===== config.mk =====
export PLATFORM = sky130hd
export DESIGN_NAME = unified_mem_arbiter
export DESIGN_NICKNAME = d
export VERILOG_FILES = /design/src/rtl/unified_mem_arbiter.sv
export SDC_FILE = /design/constraint.sdc
export NUM_CORES = 1
export LEC_CHECK = 0
export CAP_MARGIN = 40
export CORE_UTILIZATION = 38
export DETAILED_ROUTE_END_ITERATION = 8
export GPL_TIMING_DRIVEN = 0
export PLACE_DENSITY = 0.76
export SLEW_MARGIN = 30
export SYNTH_ARGS = -nofsm -noshare
export SYNTH_HDL_FRONTEND = slang
export SYNTH_SLANG_ARGS = --single-unit

===== constraint.sdc =====
create_clock -name clk -period 1.41 [get_ports clk]
set_clock_uncertainty 0.05 [all_clocks]
set_input_delay 0.141 -clock clk [delete_from_list [all_inputs] [get_ports clk]]
set_output_delay 0.141 -clock clk [all_outputs]
set_load 0.02 [all_outputs]

===== src/rtl/unified_mem_arbiter.sv =====
// unified_mem_arbiter: shares one single-port memory between the fetch (IF) and memory (DM) stages
module unified_mem_arbiter #(
   parameter int ADDR_W     = 16,
   parameter int DATA_W     = 16,
   parameter int LATENCY    = 4,
   parameter int STARVE_MAX = 3
) (
   input  logic              clk,
   input  logic              rst,
   input  logic              if_req,
   input  logic [ADDR_W-1:0] if_addr,
   output logic              if_rdy,
   output logic [DATA_W-1:0] if_rdata,
   input  logic              dm_req,
   input  logic              dm_we,
   input  logic [ADDR_W-1:0] dm_addr,
   input  logic [DATA_W-1:0] dm_wdata,
   output logic              dm_rdy,
   output logic [DATA_W-1:0] dm_rdata,
   output logic              mem_en,
   output logic              mem_we,
   output logic [ADDR_W-1:0] mem_addr,
   output logic [DATA_W-1:0] mem_wdata,
   input  logic [DATA_W-1:0] mem_rdata,
   output logic              stall_if,
   output logic              stall_mem
);
   localparam int SW = (STARVE_MAX < 1) ? 1 : $clog2(STARVE_MAX + 1);
   typedef enum logic [1:0] {IDLE, ACCESS, RESP} state_t;
   state_t        state, state_n;
   logic [3:0]    cnt;
   logic [SW-1:0] starve;
   logic          grant;
   logic          arb, dm_win;
   // arbitration decision and next state; DM wins unless IF has waited out STARVE_MAX DM grants
   always_comb begin
      arb     = (state == IDLE) && (if_req || dm_req);
      dm_win  = dm_req && !(if_req && starve == SW'(STARVE_MAX));
      state_n = (state == IDLE)   ? (arb ? ACCESS : IDLE) :
                (state == ACCESS) ? ((cnt == 4'd0) ? RESP : ACCESS) : IDLE;
   end
   // state register
   always_ff @(posedge clk) begin
      if (!rst) state <= IDLE;
      else      state <= state_n;
   end
   // latch the winner, count the access down and register the completion pulse and data
   always_ff @(posedge clk) begin
      if (!rst) begin
         cnt       <= '0;
         starve    <= '0;
         grant     <= 1'b0;
         mem_en    <= 1'b0;
         mem_we    <= 1'b0;
         mem_addr  <= '0;
         mem_wdata <= '0;
         if_rdy    <= 1'b0;
         dm_rdy    <= 1'b0;
         if_rdata  <= '0;
         dm_rdata  <= '0;
      end else begin
         if_rdy <= 1'b0;
         dm_rdy <= 1'b0;
         if (arb) begin
            grant     <= dm_win;
            cnt       <= 4'(LATENCY - 1);
            starve    <= (dm_win && if_req) ? ((starve == SW'(STARVE_MAX)) ? starve : starve + SW'(1)) : '0;
            mem_en    <= 1'b1;
            mem_we    <= dm_win & dm_we;
            mem_addr  <= dm_win ? dm_addr : if_addr;
            mem_wdata <= dm_win ? dm_wdata : '0;
         end else if (state == ACCESS) begin
            cnt <= cnt - 4'd1;
            if (cnt == 4'd0) begin
               mem_en <= 1'b0;
               mem_we <= 1'b0;
               if (grant) begin
                  dm_rdy   <= 1'b1;
                  dm_rdata <= mem_we ? '0 : mem_rdata;
               end else begin
                  if_rdy   <= 1'b1;
                  if_rdata <= mem_rdata;
               end
            end
         end
      end
   end
   assign stall_if  = rst & if_req & ~if_rdy;
   assign stall_mem = rst & dm_req & ~dm_rdy;
endmodule

==> flow_summary.ini <==
[outcome]
status = finished, violations left
violations = setup timing

[pwr]
p_sw_frac = 0.319
vdd_drop_max_uv = 545
p_leak_nw = 2.25
switchingPower_mw = 1.79
internal-power_mw = 3.83
p_clk_frac = 0.286
power.density_nw_per_um2 = 1090
p_total_mw = 5.63
seq_power_share = 0.441
power_frac_comb = 0.272

[worst_setup_path]
rr_startpoint = cnt[1]$_SDFFE_PN0P_
worstPathRequired_ns = 1.60
rrSetupSlack_ns = -0.07
crit_end = mem_we$_SDFFE_PN0P_
worstRegToRegCells = 6
path_depth = 6
worstSetupStartpointType = register
setup.worst_path.end_class = register
startpoint = cnt[1]$_SDFFE_PN0P_
crit_buf_inv = 2
path_delay_family = simple AND/OR/NAND/NOR gates
path_cells = inv_2 > ha_4 > nand4bb_4 > buf_6 > or2_4 > a32o_1
r2r_end = mem_we$_SDFFE_PN0P_
cpMaxStageDelayCell = dfxtp_2
critPathMaxStageDelay_ns = 0.33
critPathMaxFanout = 3
path_class = reg -> reg
crit_arrival_ns = 1.67

[cells_and_area]
instances_no_fill = 601
fin_util = 0.629
num_antenna_cells = 0
nNetsFinal = 562
nFillCells = 708
area_delta_synth_final_pct = 60.1
drive_above_1_share = 0.169

[sta]
setup_ws_ns = -0.0669
worst_pin_slew_ns = 0.655
worst_hold_slack_ns = 0.190
rsz0062_at_grt = yes
finalHoldViolations = 0
report.final.setup_viol = 33
max_freq_ghz = 0.677
period_share = 1.05
maxSlewViolCount = 0
slew_headroom = 0.564
post-route-min-period_ns = 1.48

[detailed_routing]
drcViolationCount = 0
drt_pre_antenna_iters = 4
drtIter0Drc = 119
routed_wire_length_per_instance_um = 15.6
antenna_left = 0
vias = 3066
viasPerCell = 5.10
finalWirelength_mm = 9.35

[logic_synthesis]
seq_area_frac_synth = 0.478
synth_top_area_cell = dfxtp_1
syn-num-nets = 397
synth-seq-cells = 77
yosysWarnings = 0
syn_avg_cell_area_um2 = 9.89
synthTopCellsByArea = dfxtp_1, mux2i_1, nand2_1
ys_types = 46
async_flop_share = 0
synthCells = 326
synth_area_um2 = 3230
synth_flop_cell = dfxtp_1
synth_top_area_frac = 0.478
synth_edf_count = 0

[global_route]
grt_first_pass_wirelength_mm = 14.5
grt-ovfl-total = 0
grt_pass1_vias = 3002
grt.total_usage = 0.212
antenna_found_initial = 0
grt_max_degree = 17

[placed_design]
dpl.cell_count = 567
gp_congestion = 0.799
port_buffers = 136
pre_cts_slack_ns = -0.509
hpwl_mm = 6.36

[floorplan]
die_x_um = 94.1
die_area_um2 = 8860
num_rows = 33
io_pins = 139
initial_utilization = 0.393
core-area_um2 = 8220
die_h_um = 94.1

[cts]
cts_buffer_depth = 2
cts_buffers = 9
htree_levels = 3
clock_latency_ns = 0.35
hold_buffers = 0
cts_tree = done
path_clk_slew_ns = 0.08
cts_sinks = 77
cts-root-buf = clkbuf_8

[worst_hold_path]
holdPathStages = 3
hp-class = in -> reg

[run]
drv_cap = 0
cells in the final DEF (no fill, tap or decap), types with 2 or more instances in the layout:
cell type	instances
nand2_1	82
dlygate4sd2_1	71
dfxtp_1	70
clkdlybuf4s50_1	65
mux2i_1	32
a22o_1	17
nand3b_1	16
a21oi_1	16
buf_4	12
clkbuf_8	11
a311oi_2	8
a311oi_1	8
buf_6	7
clkbuf_1	7
dfxtp_2	7
nor2_1	6
buf_8	3
buf_12	3
inv_6	3
inv_2	2
clkbuf_2	2
buf_2	2
inv_1	2
o21ai_0	2
a21boi_1	2
ha_4	2
clkbuf_16	2
worst min path at each step:
stage                                    from                   endpoint
finish                                 if_req        cnt[0]$_SDFFE_PN0P_
global route                           if_req        cnt[0]$_SDFFE_PN0P_
CTS                                    if_req        cnt[0]$_SDFFE_PN0P_
detailed placement  dm_rdata[15]$_SDFFE_PN0P_  dm_rdata[15]$_SDFFE_PN0P_
global placement     dm_rdata[8]$_SDFFE_PN0P_   dm_rdata[8]$_SDFFE_PN0P_
floorplan                         dm_wdata[0]  mem_wdata[0]$_SDFFE_PN0P_
layout make-up:
class	count	area (um2)	share of cell area
clock inverters	7	67.6	0.0131
multi-input cells	219	1560	0.303
flip-flops and latches	77	1550	0.300
clock buffers	9	124	0.0240
inverters	5	18.8	0.00363
well taps	105	131	0.0254
plain buffers	25	219	0.0424
repair buffers	154	1490	0.289
tightest hold or removal path, stage by stage:
cell and delay, ns:
buf_6 0.12, nor3_1 0.07, o41ai_1 0.22
cells in the mapped netlist, types with 2 or more instances:
cell	instances
buf_4	3
a311oi_2	8
nor3_1	2
buf_6	6
a311oi_1	8
a21oi_1	16
ha_1	2
inv_1	4
buf_2	2
clkbuf_1	12
o21ai_0	2
a22o_1	17
a21boi_1	2
dfxtp_1	77
nor2_1	6
or3_1	2
mux2i_1	32
nand3b_1	16
nand2_1	82
registers in the layout, indices dropped and copies added (netlist names), 2 cells and up:
| signal | flops |
|---|---|
| state | 2 |
| mem_wdata | 16 |
| starve | 2 |
| cnt | 4 |
| dm_rdata | 16 |
| if_rdata | 16 |
| mem_addr | 16 |
power groups by stage:
| stage | Combinational [mW] | Sequential, mW | Clock (mW) |
|---|---|---|---|
| global placement | 1.45 | 2.53 | 0 |
| CTS | 1.47 | 2.48 | 1.65 |
| finish | 1.53 | 2.48 | 1.61 |
| floorplan | 0.633 | 2.71 | 0 |
| detailed placement | 1.46 | 2.54 | 0 |
| global route | 1.64 | 2.51 | 1.74 |
kinds of logic (layout without fill, tap and decap cells):
logic type	after synthesis	after routing	share of synthesized area
compound gates	63	63	0.175
buf+inv	30	200	0.0566
simple gates	121	121	0.180
mux	33	33	0.103
fa+ha+maj	2	2	0.00776
flops	77	77	0.478
through the flow:
step           cell area (um2)  TNS (ns)
3_3_place_gp              4780    -19.02
4_1_cts                   5060     -1.74
2_1_floorplan             3280    -0.137
5_1_grt                   5160     -3.87
3_5_place_dp              4780    -20.14
6_report                  5160     -1.12
per-layer routing:
metal  wire (um)  track usage  up-vias
li1            -            -     1482
met5           0            0        -
met3         866       0.0583       16
met2        4240        0.363      136
met4         148       0.0769        0
met1        4100        0.251     1432
timing repair:
| action | 4_1_cts | 5_1_grt |
|---|---|---|
| setup endpoints to repair | 132 | 53 |
| gates cloned | 1 | 2 |
| pin swaps | 5 | 12 |
| buffers inserted | 12 | 3 |
| resized for setup | 90 | 7 |
Note: power is estimated with default switching activity, not from simulation.
